## src/rtl/snn_pkg.sv

```systemverilog
// Shared SNN types and image geometry.
// Used by the image loader, the core and the image RAM.
package snn_pkg;

    localparam int IMG_BYTES  = 98;
    localparam int IMG_ADDR_W = 7;

    typedef enum logic [1:0] {
        IDLE,
        LOAD,
        WAIT_CORE
    } loader_state_t;

endpackage

```

## src/rtl/snn_gap_timer.sv

```systemverilog
// Inter-byte gap timer: counts idle cycles while enabled,
// flags expiry when the count reaches TIMEOUT_CYC-1.
module snn_gap_timer #(
    parameter int TIMEOUT_CYC = 1000000,
    parameter int TO_W        = 20
) (
    input  logic clk,
    input  logic rst_n,
    input  logic en,
    input  logic clr,
    output logic expire
);

    localparam logic [TO_W-1:0] LAST = TO_W'(TIMEOUT_CYC - 1);

    logic [TO_W-1:0] cnt;

    always_ff @(posedge clk or negedge rst_n) begin
        if (!rst_n) begin
            cnt <= '0;
        end else if (clr || !en) begin
            cnt <= '0;
        end else if (cnt != LAST) begin
            cnt <= cnt + 1'b1;
        end
    end

    assign expire = en && (cnt == LAST);

endmodule

```

## src/rtl/snn_img_loader.sv

```systemverilog
// Packs UART bytes into the SNN image RAM and hands the
// finished image to the core, with a gap timeout for broken frames.
module snn_img_loader
    import snn_pkg::*;
#(
    parameter int NUM_BYTES   = IMG_BYTES,
    parameter int ADDR_W      = IMG_ADDR_W,
    parameter int TIMEOUT_CYC = 1000000,
    parameter int TO_W        = 20
) (
    input  logic              clk,
    input  logic              rst_n,
    input  logic              rx_rdy,
    input  logic [7:0]        rx_data,
    input  logic              core_done,
    output logic              ram_we,
    output logic [ADDR_W-1:0] ram_addr,
    output logic [7:0]        ram_wdata,
    output logic              img_rdy,
    output logic              busy,
    output logic              frame_err,
    output logic              drop
);

    localparam logic [ADDR_W-1:0] LAST_ADDR = ADDR_W'(NUM_BYTES - 1);

    loader_state_t     state, state_n;
    logic [ADDR_W-1:0] cnt, cnt_n;
    logic [ADDR_W-1:0] addr_n;
    logic [7:0]        wdata_n;
    logic              we_n, img_n, ferr_n, drop_n;
    logic              gap_exp;

    // Clearing on expiry as well keeps the counter at 0 once back in IDLE.
    snn_gap_timer #(
        .TIMEOUT_CYC(TIMEOUT_CYC),
        .TO_W       (TO_W)
    ) u_gap (
        .clk   (clk),
        .rst_n (rst_n),
        .en    (state == LOAD),
        .clr   (rx_rdy || gap_exp),
        .expire(gap_exp)
    );

    always_comb begin
        state_n = state;
        cnt_n   = cnt;
        addr_n  = ram_addr;
        wdata_n = ram_wdata;
        we_n    = 1'b0;
        img_n   = 1'b0;
        ferr_n  = 1'b0;
        drop_n  = 1'b0;
        unique case (state)
            IDLE: begin
                if (rx_rdy) begin
                    we_n    = 1'b1;
                    addr_n  = '0;
                    wdata_n = rx_data;
                    cnt_n   = ADDR_W'(1);
                    state_n = LOAD;
                end
            end
            LOAD: begin
                if (rx_rdy) begin
                    we_n    = 1'b1;
                    addr_n  = cnt;
                    wdata_n = rx_data;
                    if (cnt == LAST_ADDR) begin
                        cnt_n   = '0;
                        img_n   = 1'b1;
                        state_n = WAIT_CORE;
                    end else begin
                        cnt_n = cnt + 1'b1;
                    end
                end else if (gap_exp) begin
                    ferr_n  = 1'b1;
                    cnt_n   = '0;
                    state_n = IDLE;
                end
            end
            WAIT_CORE: begin
                drop_n = rx_rdy;
                if (core_done) begin
                    state_n = IDLE;
                end
            end
            default: begin
                cnt_n   = '0;
                state_n = IDLE;
            end
        endcase
    end

    always_ff @(posedge clk or negedge rst_n) begin
        if (!rst_n) begin
            state     <= IDLE;
            cnt       <= '0;
            ram_we    <= 1'b0;
            ram_addr  <= '0;
            ram_wdata <= '0;
            img_rdy   <= 1'b0;
            busy      <= 1'b0;
            frame_err <= 1'b0;
            drop      <= 1'b0;
        end else begin
            state     <= state_n;
            cnt       <= cnt_n;
            ram_we    <= we_n;
            ram_addr  <= addr_n;
            ram_wdata <= wdata_n;
            img_rdy   <= img_n;
            busy      <= (state_n != IDLE);
            frame_err <= ferr_n;
            drop      <= drop_n;
        end
    end

endmodule

```

## config.mk

```make
export PLATFORM = sky130hd
export DESIGN_NAME = snn_img_loader
export DESIGN_NICKNAME = d
export VERILOG_FILES = /design/src/rtl/snn_pkg.sv /design/src/rtl/snn_gap_timer.sv /design/src/rtl/snn_img_loader.sv
export SDC_FILE = /design/constraint.sdc
export NUM_CORES = 1
export LEC_CHECK = 0
export ABC_AREA = 1
export CAP_MARGIN = 5
export CELL_PAD_IN_SITES_DETAIL_PLACEMENT = 1
export CELL_PAD_IN_SITES_GLOBAL_PLACEMENT = 2
export CORE_MARGIN = 3
export CORE_UTILIZATION = 35
export CTS_CLUSTER_SIZE = 40
export DETAILED_ROUTE_END_ITERATION = 7
export PLACE_DENSITY_LB_ADDON = 0.1
export SYNTH_ARGS = -nofsm -noshare
export SYNTH_HDL_FRONTEND = slang
export SYNTH_SLANG_ARGS = --single-unit
```

## constraint.sdc

```tcl
create_clock -name clk -period 2.3 [get_ports clk]
set_input_delay 0.575 -clock clk [delete_from_list [all_inputs] [get_ports clk]]
set_output_delay 0.575 -clock clk [all_outputs]
set_load 0.05 [all_outputs]
```

# --- Word-level counts from Yosys, hierarchy flattened ---
# Cells that the tools add are included.
word_totals:
  elab_cells: 58
  input_bits: 12
  output_inout_bits: 20
  register_bits: 49
classes:
  eq_ne: 8
  n_bitwise: 1
  n_mux: 25
  addsub: 2
  n_reduce_logical: 12
op_table:
  columns: ["cell", "n"]
  rows:
  - ["$mux 7", 6]
  - ["$mux 20", 2]
  - ["$pmux 7 s3", 1]
  - ["$add 20x1->20 const B", 1]
  - ["$eq 20x20->1 const B", 1]
  - ["$ne 20x20->1 const B", 1]
  - ["$pmux 7 s2", 1]
  - ["$mux 2", 5]
  - ["$mux 1", 9]
  - ["$add 7x1->7 const B", 1]
  - ["$eq 7x7->1 const B", 1]
  - ["$pmux 2 s3", 1]
  - ["$reduce_and 3->1", 2]
  - ["$reduce_bool 2->1", 3]
  - ["$ne 2x2->1 const B", 2]
  - ["$ne 3x3->1 const B", 1]
  - ["$eq 2x1->1 const B", 1]
  - ["$eq 2x2->1 const B", 1]
  - ["$logic_not 2->1", 1]
  - ["$logic_or 1x1->1", 2]
  - ["$reduce_and 2->1", 1]
  - ["$reduce_or 2->1", 1]
  - ["$logic_and 1x1->1", 1]
  - ["$logic_not 1->1", 1]
  - ["$not 1->1", 1]

# --- Logic depth before layout (Yosys ltp) ---
depth:
  depth_word: 6
  ltp_mapped: 10
  mapped_depth_nobuf: 9

# --- Hierarchy ---
# Synthesis repeated with hierarchy kept, for this count alone.
unflattened:
  cells_unflattened: 321
  area_unflattened_um2: 2502.4
modules_own_cells:
  columns: ["module", "seq_area_each_um2", "n_inst", "area_per_inst_um2", "cells_each"]
  rows:
  - ["snn_img_loader", 725.7, 1, 1293.7, 150]
  - ["snn_gap_timer", 500.5, 1, 1208.7, 171]

# --- Worst setup path after synthesis ---
# OpenSTA, ideal clock, no wires.
synth_path:
  path_kind: "register to register"
  startpoint: "register u_gap.cnt[0]"
  endpoint: "register u_gap.cnt[17]"
  path_stages_with_launch: 10
  period_less_slack_ns: 1.337
  t_required_ns: 2.181
  setup_ns: 0.119
  setup_slack_ns: 0.963
  n_path_buf: 1
  arrival_ns: 1.218
  path_cell_list: "dfrtp_1 > ha_1 > nand3_1 > nor2_1 > nand3_2 > nand2_2 > buf_6 > inv_4 > nand2_1 > nor2_1"
synth_via:
  elab_chain_len: 5
  elab_cells_between_ends: 9
  classes_between: "add/sub (1); eq/ne (2); mux (2); reduce/logical (4)"
synth_rtl:
  columns: ["element", "line", "text"]
  rows:
  - ["start: declaration", "snn_gap_timer.sv:16", "logic [TO_W-1:0] cnt;"]
  - ["start signal: assignment", "snn_gap_timer.sv:24", "cnt <= cnt + 1'b1;"]
  - ["branches (longest 5 deep; another with $add 20x1->20)", null, null]
# Parallel ways; which one is timed is not known. The select of a mux whose other input is x is not followed.
# A chain may end at the register's enable or synchronous reset.

# --- Final worst setup path ---
layout_path:
  startpoint: "register ram_addr[0]"
  endpoint: "output port ram_addr[0]"
layout_lines:
  columns: ["element", "line", "text"]
  rows:
  - ["start: declaration", "snn_img_loader.sv:17", "output logic [ADDR_W-1:0] ram_addr,"]
  - ["start signal: assignment", "snn_img_loader.sv:111", "ram_addr <= addr_n;"]
# No word-level cell between the ends.

==> flow_summary.toml <==
[outcome]
outcome = "finished, final reports clean"

[synthesis]
synth_seq_cells = 49
yosysTopAreaCellShare_pct = 50.7
ys_types = 25
synthCells = 300
syn_area_um2 = 2420
synthArstFlopShare_pct = 100
ys_warn_count = 0
synth-edff-count = 0
yosysMostFrequentCell = "nand2_1"
ys_seq_area_share_pct = 50.7
post-synth-top-area-cell = "dfrtp_1"
synthFlopType = "dfrtp_1"
synth_nets = 315
syn_avg_cell_area_um2 = 8.06
synthTopCellsByCount = "nand2_1 (97), dfrtp_1 (49), nor2_1 (41)"
synth_area_leaders = "dfrtp_1 (51%), nand2_1 (15%), nor2_1 (6.4%), inv_1 (4.7%), nand3_1 (2.9%)"

[clock_tree]
clock-sinks = 49
cts_hold_buf = 0
post-cts-setup-buffer-count = 0
root_buffer = "clkbuf_8"
cts_tree = "done"
h-tree-depth = 2
cts_made_buffers = 5
cts-resized-gates = 0
path_clk_slew_ps = 90
insertion_delay_ps = 300
clock_path_buffers = 2

[critical_path]
critical_path.max_stage_delay_ps = 820
startpoint_type = "register"
crit_buf_inv = 1
slowest_stage = "clkdlybuf4s50_1"
cp_data_required_time_ps = 1730
crit_chain = "clkdlybuf4s50_1"
end_kind = "primary output"
rrSetupSlack_ps = 500
crit_family = "buffers and inverters"
worstPathArrival_ps = 1500
path_class = "register to primary output"
path_max_fanout = 2

[run]
drv_cap = 0

[layout]
final_core_util_pct = 45.0
area_growth_pct = 21.5
fin_nets = 353
fill_cells = 810
layout.area.seq_um2 = 1230
multi_input_area_um2 = 1030
antennaDiodeCount = 0
layout-drive-gt1-share_pct = 11.5
postLayoutCellArea_um2 = 2940

[pwr]
switching_share_pct = 27.8
p_seq_share_pct = 49.9
pwr-share-clk_pct = 34.1
power.density_nw_per_um2 = 641
p_leak_nw = 1.39
ir_worst_vdd_v = 0.000358
intPower_w = 0.00136
combPwrFrac_pct = 16.0
switchingPower_w = 0.000523

[sta]
finalSetupViolations = 0
rsz0062_at_grt = "no"
max_freq_mhz = 482
post-route-period-util_pct = 90.2
tns_ps = 0
worstMarginPinSlew_ps = 629
slew_viol_final = 0
post-route-min-period_ps = 2070
fin_skew_ps = 8.01
max-slew-margin-rel_pct = 58.1
finalHoldViolCount = 0

[placed_design]
place_congestion = 0.780
portBuffers = 31
dp_hpwl_um = 4280
post_dp_cell_area_um2 = 2820

[global_routing]
grt_overflow_total = 0
grt_usage_pct = 15.6
antenna_found_initial = 0
grt_pass1_vias = 1949
grt_max_degree = 50
grt_pass1_wl_um = 9490

[routing]
dr.pass1.iters = 4
viasPerCell = 4.68
met2WireLength_um = 2560
ant_nets = 0
routed_wl_um = 5710
drt-initial-drc-count = 55
routed.top_layer = "met4"
wl_met1_um = 2890
met3_length_um = 180
vias = 1945
drc_errors = 0
wl_per_cell_um = 13.7

[floorplan]
row_count = 29
initial_core_util_pct = 37.0
ios = 32
die_y_um = 89.1
dieArea_um2 = 7940
core_um2 = 6530
chipWidth_um = 89.1

[worst_hold_path]
holdCritPathClass = "input port to async pin"
-- registers in the layout (all words and copies together) (netlist names), 2 cells and up --
register   cells
u_gap.cnt     20
ram_wdata      8
cnt            7
ram_addr       7
state          2
-- power by group through the flow --
stage               registers, W  logic (W)  clock network [W]
finish                  0.000939   0.000301           0.000641
global route            0.000946   0.000333           0.000703
CTS                     0.000940   0.000307           0.000668
detailed placement      0.000957   0.000306                  0
global placement        0.000956   0.000302                  0
floorplan                0.00104  0.0000977                  0
-- final cells by class --
cell class | count | share of cell area, %
timing repair buffer | 35 | 11.4
inverter | 34 | 4.43
tap | 77 | 3.28
clock buffer | 7 | 2.94
sequential | 49 | 41.8
clock inverter | 1 | 1.02
multi-input combinational | 213 | 35.2
-- layer usage --
layer / global-route usage (%) / up-vias
met3: 3.04 / 6
met1: 23.3 / 912
met5: 0 / -
li1: - / 1001
met2: 22.7 / 26
met4: 5.28 / 0
-- per-stage QoR --
stage               setup slack (ps)  hold WS (ps)  instances  total power [W]
floorplan                        963           279        300          0.00113
global placement                 314           454        408          0.00126
detailed placement               300           457        408          0.00126
CTS                              204           392        416          0.00192
global route                     181           404        416          0.00198
finish                           226           354        416          0.00188
-- logic make-up after synthesis --
group	count (synthesis)	synth area share, %
xor gates and xnor gates	8	2.90
buffers and inverters	38	6.57
and+or+nand+nor	187	35.0
adders and majority gates	3	1.55
DFF	49	50.7
AOI/OAI and AO/OA	15	3.21
-- layout by cell type, fill, tap and decap left out --
cell type         n
bufinv_16         1
nor3_2            1
nand2_1          97
dfrtp_1          49
nor2_1           41
nand3_1          14
nor3_1            7
inv_2             3
ha_1              3
buf_4             4
inv_4             1
a21oi_1           3
nand3_2           3
xor2_1            6
nand2_2           5
clkdlybuf4s50_1  30
nand2_4           1
nand3b_1          3
inv_1            30
nand4_1           2
clkbuf_8          6
o211ai_1          1
o21ai_0          11
xnor2_1           2
clkbuf_1          1
nor2_2            8
nor2_4            5
buf_2             1
-- path summary, 6_finish.rpt --
| path | from | to | depth (start not counted) |
|---|---|---|---|
| worst max-delay path | ram_addr[0]$_DFFE_PN0P_ | ram_addr[0] | 1 |
| worst min-delay path | rst_n | u_gap.cnt[15]$_DFFE_PN0P_ | 2 |
| worst max register to register | u_gap.cnt[0]$_DFFE_PN0P_ | cnt[0]$_DFFE_PN0P_ | 8 |
| worst min register to register | u_gap.cnt[0]$_DFFE_PN0P_ | u_gap.cnt[0]$_DFFE_PN0P_ | 1 |
| max in group asynchronous | rst_n | img_rdy$_DFF_PN0_ | 2 |
| min in group clk | u_gap.cnt[0]$_DFFE_PN0P_ | u_gap.cnt[0]$_DFFE_PN0P_ | 1 |
Note: power is estimated with default switching activity, not from simulation.
